$ cat src/rtl/balun_stream.sv
// balun_stream: multi-channel streaming balun, out_p = +x*T1, out_n = -x*T2, per-channel Q1.(COEF_W-1) coefficients.
// Define BALUN_SATCNT_EN to add the sat_cnt output counting clipped output pairs.
module balun_stream #(
  parameter int DATA_W   = 16,
  parameter int COEF_W   = 8,
  parameter int CHANNELS = 2,
  parameter int CH_W     = (CHANNELS > 1) ? $clog2(CHANNELS) : 1
) (
  input  logic                     clk,
  input  logic                     rst_n,
  input  logic                     in_valid,
  output logic                     in_ready,
  input  logic signed [DATA_W-1:0] in_data,
  input  logic [CH_W-1:0]          in_chan,
  input  logic                     cfg_we,
  input  logic [CH_W-1:0]          cfg_chan,
  input  logic [COEF_W-1:0]        cfg_t1,
  input  logic [COEF_W-1:0]        cfg_t2,
  output logic                     out_valid,
  input  logic                     out_ready,
  output logic signed [DATA_W-1:0] out_p,
  output logic signed [DATA_W-1:0] out_n,
  output logic [CH_W-1:0]          out_chan,
`ifdef BALUN_SATCNT_EN
  output logic [15:0]              sat_cnt,
`endif
  output logic                     err
);
  localparam int PW = DATA_W + COEF_W + 1;
  localparam logic [COEF_W-1:0] T_RST = COEF_W'(1) << (COEF_W - 2);
  localparam logic signed [PW:0] RND = (PW + 1)'(1) << (COEF_W - 2);
  localparam logic signed [PW:0] SMAX = (PW + 1)'((64'sd1 <<< (DATA_W - 1)) - 64'sd1);
  localparam logic signed [PW:0] SMIN = -SMAX - (PW + 1)'(1);
  logic [COEF_W-1:0] t1_q [CHANNELS];
  logic [COEF_W-1:0] t2_q [CHANNELS];
  logic [COEF_W-1:0] t1_sel, t2_sel;
  logic stall, in_ok;
  logic v1_q, v2_q, vo_q, err_q;
  logic signed [DATA_W-1:0] x1_q, op_q, on_q;
  logic [COEF_W-1:0] ta1_q, tb1_q;
  logic [CH_W-1:0] ch1_q, ch2_q, cho_q;
  logic signed [PW-1:0] p2_q, n2_q, p_d, n_d;
  function automatic logic signed [PW:0] rs(input logic signed [PW-1:0] v);
    return ((PW + 1)'(v) + RND) >>> (COEF_W - 1);
  endfunction
  function automatic logic clip(input logic signed [PW-1:0] v);
    return rs(v) > SMAX || rs(v) < SMIN;
  endfunction
  function automatic logic signed [DATA_W-1:0] sat(input logic signed [PW-1:0] v);
    return rs(v) > SMAX ? DATA_W'(SMAX) : rs(v) < SMIN ? DATA_W'(SMIN) : DATA_W'(rs(v));
  endfunction
  assign stall     = vo_q && !out_ready;
  assign in_ready  = !stall;
  assign in_ok     = int'(in_chan) < CHANNELS;
  assign out_valid = vo_q;
  assign out_p     = op_q;
  assign out_n     = on_q;
  assign out_chan  = cho_q;
  assign err       = err_q;
  // widened products keep -x exact for the most negative sample
  assign p_d = PW'(x1_q) * PW'($signed({1'b0, ta1_q}));
  assign n_d = -(PW'(x1_q) * PW'($signed({1'b0, tb1_q})));
  always_comb begin
    t1_sel = '0;
    t2_sel = '0;
    for (int i = 0; i < CHANNELS; i++) begin
      t1_sel = (in_chan == CH_W'(i)) ? t1_q[i] : t1_sel;
      t2_sel = (in_chan == CH_W'(i)) ? t2_q[i] : t2_sel;
    end
  end
  always_ff @(posedge clk) begin
    if (!rst_n) begin
      v1_q  <= 1'b0;
      v2_q  <= 1'b0;
      vo_q  <= 1'b0;
      x1_q  <= '0;
      ta1_q <= '0;
      tb1_q <= '0;
      ch1_q <= '0;
      p2_q  <= '0;
      n2_q  <= '0;
      ch2_q <= '0;
      op_q  <= '0;
      on_q  <= '0;
      cho_q <= '0;
      err_q <= 1'b0;
      for (int i = 0; i < CHANNELS; i++) begin
        t1_q[i] <= T_RST;
        t2_q[i] <= T_RST;
      end
    end else begin
      if (!stall) begin
        v1_q  <= in_valid && in_ok;
        x1_q  <= in_data;
        ta1_q <= t1_sel;
        tb1_q <= t2_sel;
        ch1_q <= in_chan;
        v2_q  <= v1_q;
        p2_q  <= p_d;
        n2_q  <= n_d;
        ch2_q <= ch1_q;
        vo_q  <= v2_q;
        if (v2_q) begin
          op_q  <= sat(p2_q);
          on_q  <= sat(n2_q);
          cho_q <= ch2_q;
        end
      end
      err_q <= err_q || (in_valid && !stall && !in_ok);
      for (int i = 0; i < CHANNELS; i++) begin
        if (cfg_we && cfg_chan == CH_W'(i)) begin
          t1_q[i] <= cfg_t1;
          t2_q[i] <= cfg_t2;
        end
      end
    end
  end
`ifdef BALUN_SATCNT_EN
  logic [15:0] sat_q;
  assign sat_cnt = sat_q;
  always_ff @(posedge clk) begin
    if (!rst_n) sat_q <= '0;
    else if (!stall && v2_q && (clip(p2_q) || clip(n2_q)) && sat_q != 16'hFFFF) sat_q <= sat_q + 16'd1;
  end
`endif
endmodule

$ cat config.mk
export PLATFORM = sky130hd
export DESIGN_NAME = balun_stream
export DESIGN_NICKNAME = d
export VERILOG_FILES = /design/src/rtl/balun_stream.sv
export SDC_FILE = /design/constraint.sdc
export NUM_CORES = 1
export LEC_CHECK = 0
export CORE_UTILIZATION = 30
export DETAILED_ROUTE_END_ITERATION = 7
export PLACE_DENSITY = 0.44
export RECOVER_POWER = 25
export SLEW_MARGIN = 40
export SYNTH_ARGS = -nofsm -noshare
export SYNTH_HDL_FRONTEND = slang
export SYNTH_SLANG_ARGS = --single-unit
$ cat constraint.sdc
create_clock -name clk -period 12.3 [get_ports clk]
set_input_delay 2.46 -clock clk [delete_from_list [all_inputs] [get_ports clk]]
set_output_delay 2.46 -clock clk [all_outputs]
set_load 0.02 [all_outputs]
==> impl_metrics.ini <==
[layout]
antenna_cells = 0
fillers = 5367
final_cell_area_um2 = 17500
fin_util_pct = 34.1
regArea_um2 = 3120
synthToLayoutAreaGrowth_pct = 12.5
drive_above_1_share_pct = 3.82
multi_input_area_um2 = 10800
final_nets = 2159

[synth]
yosys_register_bits = 140
synth_area_um2 = 15500
synthArstFlopShare_pct = 0
synth_fa_ha_area_share_pct = 36.2
yosysTopAreaCell = fa_1
synthMuxAreaShare_pct = 1.10
synth_nets = 2132
syn_area_per_cell_um2 = 8.80
synth-simple-area-share_pct = 18.9
synth_xor_xnor_area_share_pct = 3.55
synth_compound_area_share_pct = 9.63
yosys-top-cells-area = fa_1, dfxtp_1, ha_1
synth_top_area_share_pct = 26.4
synth.most_common_cell = inv_1
synth_edf_count = 32
syn_inst = 1766
synthFlopType = dfxtp_1
synth_top_family_by_area = adder cells
synth_seq_area_share_pct = 20.1
ys_types = 75
synth_top_cells_by_count = inv_1, nand2_1, fa_1, and2_1, ha_1
yosysWarningCount = 0

[sta]
period_needed_ns = 6.62
worst_slew_pin_slew_ns = 2.28
finalCritPeriodShare_pct = 53.8
slew_violations = 53
fin_setup_tns_ns = 0
setup_viol = 0
slew_headroom_pct = -53.5
timing.fmax_mhz = 151
rsz0062_at_grt = false
fin_skew_ns = 0.0194
finalHoldViolations = 0

[worst_setup_path]
path_max_fanout = 42
path_cells = clkdlybuf4s50_1 > nor2b_4 > buf_4 > inv_2 > clkdlybuf4s50_1
cpPeakStageDelay_ns = 0.56
path_class = primary input to output port
r2r_slack_ns = 6.38
crit_top_cell = clkdlybuf4s50_1
cp-end-kind = output port
critPathArrivalTime_ns = 4.16
cpMaxStageDelayCell = clkdlybuf4s50_1
start_kind = primary input
required_ns = 9.84

[detailed_routing]
first_pass_iters = 5
drc = 0
vias_per_cell = 4.75
drt_wl_total_um = 39400
drtIter0Drc = 671
vias = 11800
ant_nets = 0
wl_per_cell_um = 15.9

[cts]
cts_setup_buffers = 0
clk_latency_ns = 0.47
numCtsBuffers = 17
clock_path_buffers = 2
htreeDepth = 4
cts_tree = yes
root_buffer = clkbuf_16
cts.sinks = 140
cts_resized = 0
clk_pin_slew_ns = 0.07
postCtsHoldBufs = 0

[pwr]
p_per_area_nw_per_um2 = 140
p_leak_uw = 0.00789
ir_worst_vdd_uv = 111

[floorplan]
die_w_um = 230
start_util_pct = 30.3
die_y_um = 230
die-area_um2 = 52700
rows = 83
io_pins = 75
core_um2 = 51200

[global_routing]
gr-total-overflow = 0
grt_pass1_wl_um = 67200
grt_antenna_before_repair = 0
grt_usage_pct = 16.3
grt_max_degree = 75
grt_pass1_vias = 12600

[place]
routabilityCongestion = 0.808
io_buffers = 73
place_hpwl_um = 30500
place_area_um2 = 16900

[outcome]
status = complete, but fails checks
violations = capacitance limit, slew limit

[job]
maxCapViolations = 2

[worst_hold_path]
hold_path_class = register to register
## cells in the final DEF (no fill, tap or decap), drive strengths merged, types with 11 or more instances in the layout
master	count
or3	13
clkbuf	19
o21ai	44
clkdlybuf4s50	64
mux2i	17
ha	122
dfxtp	108
a211oi	26
nand4	15
nor3	11
and3	20
nand3	26
inv	351
xor2	33
nand2	215
fa	205
and2	176
nor2	72
o211ai	18
a21oi	66
xnor2	30
edfxtp	32
## final timing paths
kind	startpoint	end	depth (start not counted)
max reg2reg	x1_q[9]	n2_q[23]	17
min	out_p[12]	out_p[12]	2
max	out_ready	in_ready	5
min reg2reg	out_p[12]	out_p[12]	2
## logic make-up after synthesis
family | after synthesis
buf+inv | 418
compound gates | 221
simple gates | 579
flops | 140
xor+xnor | 63
mux | 17
other cells | 1
fa+ha+maj | 327
## flip-flops by register name, indices dropped and copies added, names as in the netlist, 8 cells and up
register,cells
t2_q,16
out_n,16
t1_q,16
tb1_q,8
x1_q,16
out_p,16
p2_q,19
n2_q,19
ta1_q,8
## where the power goes
group          leakage [µW]  total [µW]  internal (µW)  switching (µW)
sequential          0.00121         666            543             123
clock              0.000294         551            322             229
combinational       0.00638        1230            485             744
total               0.00789        2450           1350            1100
## layout make-up
| class | instances | area share [%] |
|---|---|---|
| Multi-Input combinational cell | 1208 | 61.9 |
| Sequential cell | 140 | 17.9 |
| Inverter | 346 | 7.43 |
| Tap cell | 680 | 4.87 |
| Timing Repair Buffer | 80 | 4.45 |
| Clock buffer | 18 | 2.46 |
| Clock inverter | 14 | 1.05 |
## worst max-delay path, delay by kind of cell
family	cells	cell delay [ns]
buf+inv	4	1.58
simple gates	1	0.11
## metal layers
metal	GRT usage, %	up-vias	part of all wire (%)
met5	0	-	0
met4	3.75	0	1.3
met3	3.17	29	3.8
met2	27.0	218	47
met1	21.7	5908	48
li1	-	5648	-
## through the flow
| stage | std cells | total power (µW) | setup WS [ns] | hold WS [ns] |
|---|---|---|---|---|
| 2_1_floorplan | 1766 | 1500 | 6.66 | 0.432 |
| 3_3_place_gp | 2454 | 1900 | 5.68 | 0.445 |
| 3_5_place_dp | 2454 | 1900 | 5.71 | 0.442 |
| 4_1_cts | 2486 | 2470 | 5.70 | 0.456 |
| 5_1_grt | 2486 | 2670 | 5.61 | 0.474 |
| 6_report | 2486 | 2450 | 5.68 | 0.447 |
Power figures use the tool's default switching activity.
